[config.mk]
export PLATFORM = sky130hd
export DESIGN_NAME = alu_mc
export DESIGN_NICKNAME = d
export VERILOG_FILES = /design/src/rtl/alu_pkg.sv /design/src/rtl/alu_core.sv /design/src/rtl/alu_mc.sv
export SDC_FILE = /design/constraint.sdc
export NUM_CORES = 1
export LEC_CHECK = 0
export ABC_AREA = 1
export BUFFER_PORTS_ARGS = -buffer_cell sky130_fd_sc_hd__buf_2
export CORE_ASPECT_RATIO = 0.5
export CORE_MARGIN = 4
export CORE_UTILIZATION = 40
export CTS_BUF_LIST = sky130_fd_sc_hd__clkbuf_4 sky130_fd_sc_hd__clkbuf_8
export CTS_CLUSTER_SIZE = 16
export DETAILED_ROUTE_END_ITERATION = 7
export GPL_TIMING_DRIVEN = 0
export SYNTH_ARGS = -nofsm -noshare
export SYNTH_HDL_FRONTEND = slang
export SYNTH_SLANG_ARGS = --single-unit
[constraint.sdc]
create_clock -name clk -period 5 [get_ports clk]
set_input_delay 0.75 -clock clk [delete_from_list [all_inputs] [get_ports clk]]
set_output_delay 0.75 -clock clk [all_outputs]
set_load 0.005 [all_outputs]
[src/rtl/alu_pkg.sv]
// Shared types for the multi-cycle ALU: opcode and FSM state encodings and
// the bit positions of the {N, Z, C, V} flag vector.
package alu_pkg;

   typedef enum logic [2:0] {
      OP_NOP = 3'b000,
      OP_ADD = 3'b001,
      OP_AND = 3'b010,
      OP_OR  = 3'b011,
      OP_SUB = 3'b100,
      OP_XOR = 3'b101,
      OP_SHL = 3'b110,
      OP_MUL = 3'b111
   } op_e;

   typedef enum logic [1:0] {
      ST_IDLE = 2'b00,
      ST_MUL  = 2'b01,
      ST_DONE = 2'b10
   } state_e;

   localparam int unsigned FLAG_N = 3;
   localparam int unsigned FLAG_Z = 2;
   localparam int unsigned FLAG_C = 1;
   localparam int unsigned FLAG_V = 0;

endpackage

[src/rtl/alu_core.sv]
// Single-cycle ALU operations (NOP..SHL) and their flags. MUL is not handled
// here and yields a zero result; the multi-cycle wrapper owns the multiplier.
module alu_core
   import alu_pkg::*;
#(
   parameter int W = 8
) (
   input  logic [W-1:0] a_i,
   input  logic [W-1:0] b_i,
   input  op_e          op_i,
   output logic [W-1:0] res_o,
   output logic [3:0]   flags_o
);

   localparam int SW = $clog2(W);

   logic [W:0]    wide_s;
   logic [SW-1:0] sh_s;
   logic          c_s;
   logic          v_s;

   // Result is formed one bit wider so the carry, borrow or shifted-out bit lands in wide_s[W].
   always_comb begin
      wide_s = {(W+1){1'b0}};
      c_s    = 1'b0;
      v_s    = 1'b0;
      sh_s   = b_i[SW-1:0];
      case (op_i)
         OP_ADD: begin
            wide_s = {1'b0, a_i} + {1'b0, b_i};
            c_s    = wide_s[W];
            v_s    = (a_i[W-1] == b_i[W-1]) && (wide_s[W-1] != a_i[W-1]);
         end
         OP_SUB: begin
            wide_s = {1'b0, a_i} - {1'b0, b_i};
            c_s    = wide_s[W];
            v_s    = (a_i[W-1] != b_i[W-1]) && (wide_s[W-1] != a_i[W-1]);
         end
         OP_AND: wide_s = {1'b0, a_i & b_i};
         OP_OR:  wide_s = {1'b0, a_i | b_i};
         OP_XOR: wide_s = {1'b0, a_i ^ b_i};
         OP_SHL: begin
            wide_s = {1'b0, a_i} << sh_s;
            c_s    = wide_s[W];
         end
         OP_NOP:  wide_s = {(W+1){1'b0}};
         default: wide_s = {(W+1){1'b0}};
      endcase
      res_o           = wide_s[W-1:0];
      flags_o         = 4'b0000;
      flags_o[FLAG_N] = res_o[W-1];
      flags_o[FLAG_Z] = (res_o == {W{1'b0}});
      flags_o[FLAG_C] = c_s;
      flags_o[FLAG_V] = v_s;
   end

endmodule

[src/rtl/alu_mc.sv]
// Multi-cycle ALU: valid/ready in and out, one operation in flight, single-cycle
// ops through alu_core and an unsigned shift-add multiplier taking W cycles.
module alu_mc
   import alu_pkg::*;
#(
   parameter int W = 8
) (
   input  logic         clk,
   input  logic         rst_n,
   input  logic         in_valid,
   output logic         in_ready,
   input  logic [W-1:0] a,
   input  logic [W-1:0] b,
   input  logic [2:0]   op,
   output logic         out_valid,
   input  logic         out_ready,
   output logic [W-1:0] res,
   output logic [W-1:0] res_hi,
   output logic [3:0]   flags
);

   localparam int CW = $clog2(W + 1);

   state_e          state_q;
   logic [CW-1:0]   cnt_q;
   logic [W-1:0]    mcand_q;
   logic [W-1:0]    res_q;
   logic [W-1:0]    res_hi_q;
   logic [3:0]      flags_q;

   op_e             op_s;
   logic [W-1:0]    core_res_s;
   logic [3:0]      core_flags_s;
   logic [W:0]      mul_sum_s;
   logic [2*W-1:0]  prod_d;
   logic [3:0]      mul_flags_d;

   assign op_s = op_e'(op);

   alu_core #(.W(W)) u_core (
      .a_i     (a),
      .b_i     (b),
      .op_i    (op_s),
      .res_o   (core_res_s),
      .flags_o (core_flags_s)
   );

   // One shift-add step: {res_hi_q, res_q} holds partial product over the unconsumed multiplier bits.
   always_comb begin
      mul_sum_s = {1'b0, res_hi_q};
      if (res_q[0]) begin
         mul_sum_s = {1'b0, res_hi_q} + {1'b0, mcand_q};
      end else begin
         mul_sum_s = {1'b0, res_hi_q};
      end
      prod_d              = {mul_sum_s, res_q[W-1:1]};
      mul_flags_d         = 4'b0000;
      mul_flags_d[FLAG_N] = prod_d[W-1];
      mul_flags_d[FLAG_Z] = (prod_d == {(2*W){1'b0}});
      mul_flags_d[FLAG_C] = (prod_d[2*W-1:W] != {W{1'b0}});
      mul_flags_d[FLAG_V] = 1'b0;
   end

   // Control FSM together with the result, flag and multiplier registers.
   always_ff @(posedge clk or negedge rst_n) begin
      if (!rst_n) begin
         state_q  <= ST_IDLE;
         cnt_q    <= {CW{1'b0}};
         mcand_q  <= {W{1'b0}};
         res_q    <= {W{1'b0}};
         res_hi_q <= {W{1'b0}};
         flags_q  <= 4'b0000;
      end else begin
         case (state_q)
            ST_IDLE: begin
               if (in_valid) begin
                  res_hi_q <= {W{1'b0}};
                  if (op_s == OP_MUL) begin
                     cnt_q   <= CW'(W);
                     mcand_q <= a;
                     res_q   <= b;
                     flags_q <= 4'b0000;
                     state_q <= ST_MUL;
                  end else begin
                     res_q   <= core_res_s;
                     flags_q <= core_flags_s;
                     state_q <= ST_DONE;
                  end
               end
            end
            ST_MUL: begin
               res_hi_q <= prod_d[2*W-1:W];
               res_q    <= prod_d[W-1:0];
               cnt_q    <= cnt_q - CW'(1);
               if (cnt_q == CW'(1)) begin
                  flags_q <= mul_flags_d;
                  state_q <= ST_DONE;
               end
            end
            ST_DONE: begin
               if (out_ready) begin
                  state_q <= ST_IDLE;
               end
            end
            default: state_q <= ST_IDLE;
         endcase
      end
   end

   assign in_ready  = (state_q == ST_IDLE);
   assign out_valid = (state_q == ST_DONE);
   assign res       = res_q;
   assign res_hi    = res_hi_q;
   assign flags     = flags_q;

endmodule

==> summary.md <==
| Metric | Value |
|---|---|
| Synth warnings | `0` |
| # rows | `24` |
| Max clock buf depth | `2` |
| Die area | `between 0.01 and 0.015 mm²` |
| # setup viols final | `0` |
| Hold_sp | `flags[0]$_DFFE_PN0P_` |
| Antenna violations before repair | `0` |
| Hold Path Depth | `2` |
| Number of gates resized after cts | `0` |
| Area share of the largest cell type after synthesis | `a little under a quarter` |
| Min-Delay Endpoint | `flags[0]$_DFFE_PN0P_` |
| Vias/cell | `a little over 5` |
| Reg-to-reg critical path endpoint | `flags[2]$_DFFE_PN0P_` |
| Sequential share of the synthesized area | `23.62%` |
| CP top delay family | `simple AND/OR/NAND/NOR gates` |
| Power Dens Cells | `337.4 mW/mm²` |
| Global-route wire length before repair | `around 17000 µm` |
| Ant. Diodes | `0` |
| Pin count of the biggest net entering global routing | `35` |
| Final Skew | `approximately 0.0035 ns` |
| Gr ovfl total | `0` |
| Syn Inst Count | `568` |
| Die width | `142.2 µm` |
| DRT antenna net count | `0` |
| Mapped Area | `0.003602 mm²` |
| Share of cells above drive strength 1 | `11.63%` |
| Iteration count of the initial detailed-routing pass | `5` |
| WS Path Type | `in2reg` |
| Number of max-cap violations | `0` |
| RR Startpoint | `res_hi[0]$_DFFE_PN0P_` |
| Pleak | `between 2 and 2.5 nW` |
| Setup TNS | `0 ns` |
| Rel. slew slack | `between 50 and 60%` |
| Levels on crit path | `16` |
| Worst-path cell chain | `buf_2 -> inv_1 -> ha_1 -> fa_1 -> nand3b_1 -> nand2_1 -> nand2_1 -> nand3_1 -> nand2_1 -> nor2_1 -> nand2_1 -> nor2_1 -> nand3_1 -> nand2_1 -> nand2_1 -> nand2_1` |
| Async set-or-reset flop fraction in the synthesized netlist | `100.0%` |
| Area growth syn-to-layout | `12.68%` |
| CTS H-tree lvls | `2` |
| Syn_nets | `630` |
| VDD IR max | `approximately 0.00013 V` |
| Final Slew Violations | `0` |
| CTS tree | `yes` |
| Die Ht | `~75 µm` |
| Crit path arrival time | `around 2.8 ns` |
| Status | `complete, no violations` |
| Placer congestion estimate | `roughly 0.90` |
| Fin nets | `680` |
| #FFs+latches synth | `34` |
| Starting density of the core | `between 40% and 50%` |
| Number of port buffers | `43` |
| Residual DRC | `0` |
| Worst Setup End Kind | `register` |
| Final hold viol count | `0` |
| Total power | `around 1.4 mW` |
| CTS Hold Bufs | `0` |
| Core Region | `just under 0.009 mm²` |
| R2R depth | `14` |
| Worst path bufs/invs | `2` |
| Post-synth EDFFs | `0` |
| Min Tclk post-route | `between 2 and 3 ns` |
| Post-CTS setup buffers | `0` |
| Number of library cell types mapped by synthesis | `40` |
| CTS root buf | `clkbuf_8` |
| Iteration-0 DRC count of the detailed router | `262` |
| Most used cell, CP | `nand2_1` |
| Post-Route WL | `around 10000 µm` |
| Flop-to-flop setup slack | `around 2.7 ns` |
| Crit Path Max Fanout | `4` |
| WHS | `0.4830 ns` |
| Top cells by area, synth | `dfrtp_1 (24%), nand2_1 (17%), ha_1 (13%)` |
| Skew-Pair Late Insertion Delay | `around 0.28 ns` |
| Clk sinks | `34` |
| Syn_area_per_cell | `6.342 µm²` |
| Commonest cells after routing, fill and taps aside | `nand2_1 (164), inv_1 (82), nand3_1 (71)` |
| Filler cells | `a little over 900` |
| Vias in the first global route | `3367` |
| Worst hold path type | `reg2reg` |
| I/O Pins | `45` |
| Startpoint Class | `primary input` |
| Data required, critical path | `5.23 ns` |
| Fmax | `385.4 MHz` |
| CTS clk-pin slew, worst paths | `0.07 ns` |
| Delay of the slowest critical-path stage | `between 0.4 and 0.5 ns` |
| Num CTS Buffers | `5` |
| Gr usage total | `between 20% and 30%` |
| Cell taking the most area after synthesis | `dfrtp_1` |
| Tightest Pin Transition | `0.7490 ns` |
| Wire length per cell | `between 10 and 15 µm` |
| Routed via count | `~3.7k` |
| Synth Flop Type | `dfrtp_1` |
| Final period utilization | `51.89%` |
| RSZ-0062 raised after global routing | `no` |
| Detailed Place HPWL | `between 8000 and 9000 µm` |
| Critical-path top delay cell | `fa_1` |
| Commonest non-fill, non-tap cell in the layout | `nand2_1` |
-- power breakdown --
| group | internal [mW] | switching, mW | total [mW] |
|---|---|---|---|
| clock network | 0.116 | 0.0977 | 0.214 |
| logic | 0.261 | 0.432 | 0.692 |
| registers | 0.376 | 0.0867 | 0.463 |
| total | 0.753 | 0.616 | 1.37 |
-- worst reg2reg max path, stage by stage (launching register included) --
cell and delay (ns):
dfrtp_1 0.40, ha_1 0.24, inv_1 0.07, fa_1 0.41, inv_1 0.07, nand3_1 0.08, nand2_1 0.12, nand2_1 0.06
nand3_1 0.08, nand3_1 0.08, nor3_1 0.30, nand3_1 0.15, nand2_1 0.11, nand2_1 0.05, nand2_1 0.07
-- stage by stage --
step,area (µm²),setup slack (ns),util (%),std cells
final,4059,2.406,46.45,736
after global routing,4059,2.100,46.45,736
after CTS,4059,2.424,46.45,736
after detailed placement,3964,2.138,45.36,728
after global placement,3964,2.152,45.36,728
after floorplan,3602,2.641,-,568
-- layout make-up --
class / instances / area, µm² / share of cell area, %
buffer: 14 / 93.84 / 2.312
clock buffer: 7 / 90.09 / 2.219
clock inverter: 1 / 5.005 / 0.1233
inverter: 87 / 326.6 / 8.046
multi-input combinational: 433 / 2331 / 57.43
sequential: 34 / 850.8 / 20.96
tap: 117 / 146.4 / 3.607
timing repair buffer: 43 / 215.2 / 5.302
-- sequential cells by signal, indices dropped and copies added, names as in the netlist --
register	count
cnt_q	4
res	8
res_hi	8
mcand_q	8
state_q	2
flags	4
-- worst max path at each step --
stage | startpoint | to
after global routing | b[1] | flags[2]$_DFFE_PN0P_
after global placement | b[1] | flags[2]$_DFFE_PN0P_
final | a[0] | flags[2]$_DFFE_PN0P_
after floorplan | a[0] | flags[2]$_DFFE_PN0P_
after CTS | a[0] | flags[2]$_DFFE_PN0P_
after detailed placement | b[1] | flags[2]$_DFFE_PN0P_
-- synth_stat cells (4+ instances only) --
cell	instances
nor3_1	6
inv_1	82
a21oi_1	22
nand3_1	71
o21ai_0	36
dfrtp_1	34
nand2_1	164
nand3b_1	4
nor2_1	49
nand4_1	6
buf_2	6
ha_1	36
-- kinds of logic after synthesis --
kind of cell | synth area share, %
XOR/XNOR | 1.216
AO/OA/AOI/OAI | 12.50
buffers and inverters | 11.67
multiplexers | 0.2779
adder cells (fa/ha/maj) | 14.17
flip-flops | 23.62
AND/OR/NAND/NOR | 36.54
-- layer usage --
metal / vias to the layer above / share of wire (%) / GRT usage, %
li1: 1937 / - / -
met1: 1705 / 51 / 29.95
met2: 74 / 44 / 32.38
met3: 8 / 3.8 / 2.157
met4: 0 / 0.84 / 2.660
met5: - / 0 / 0
Note: power is estimated with default switching activity, not from simulation.
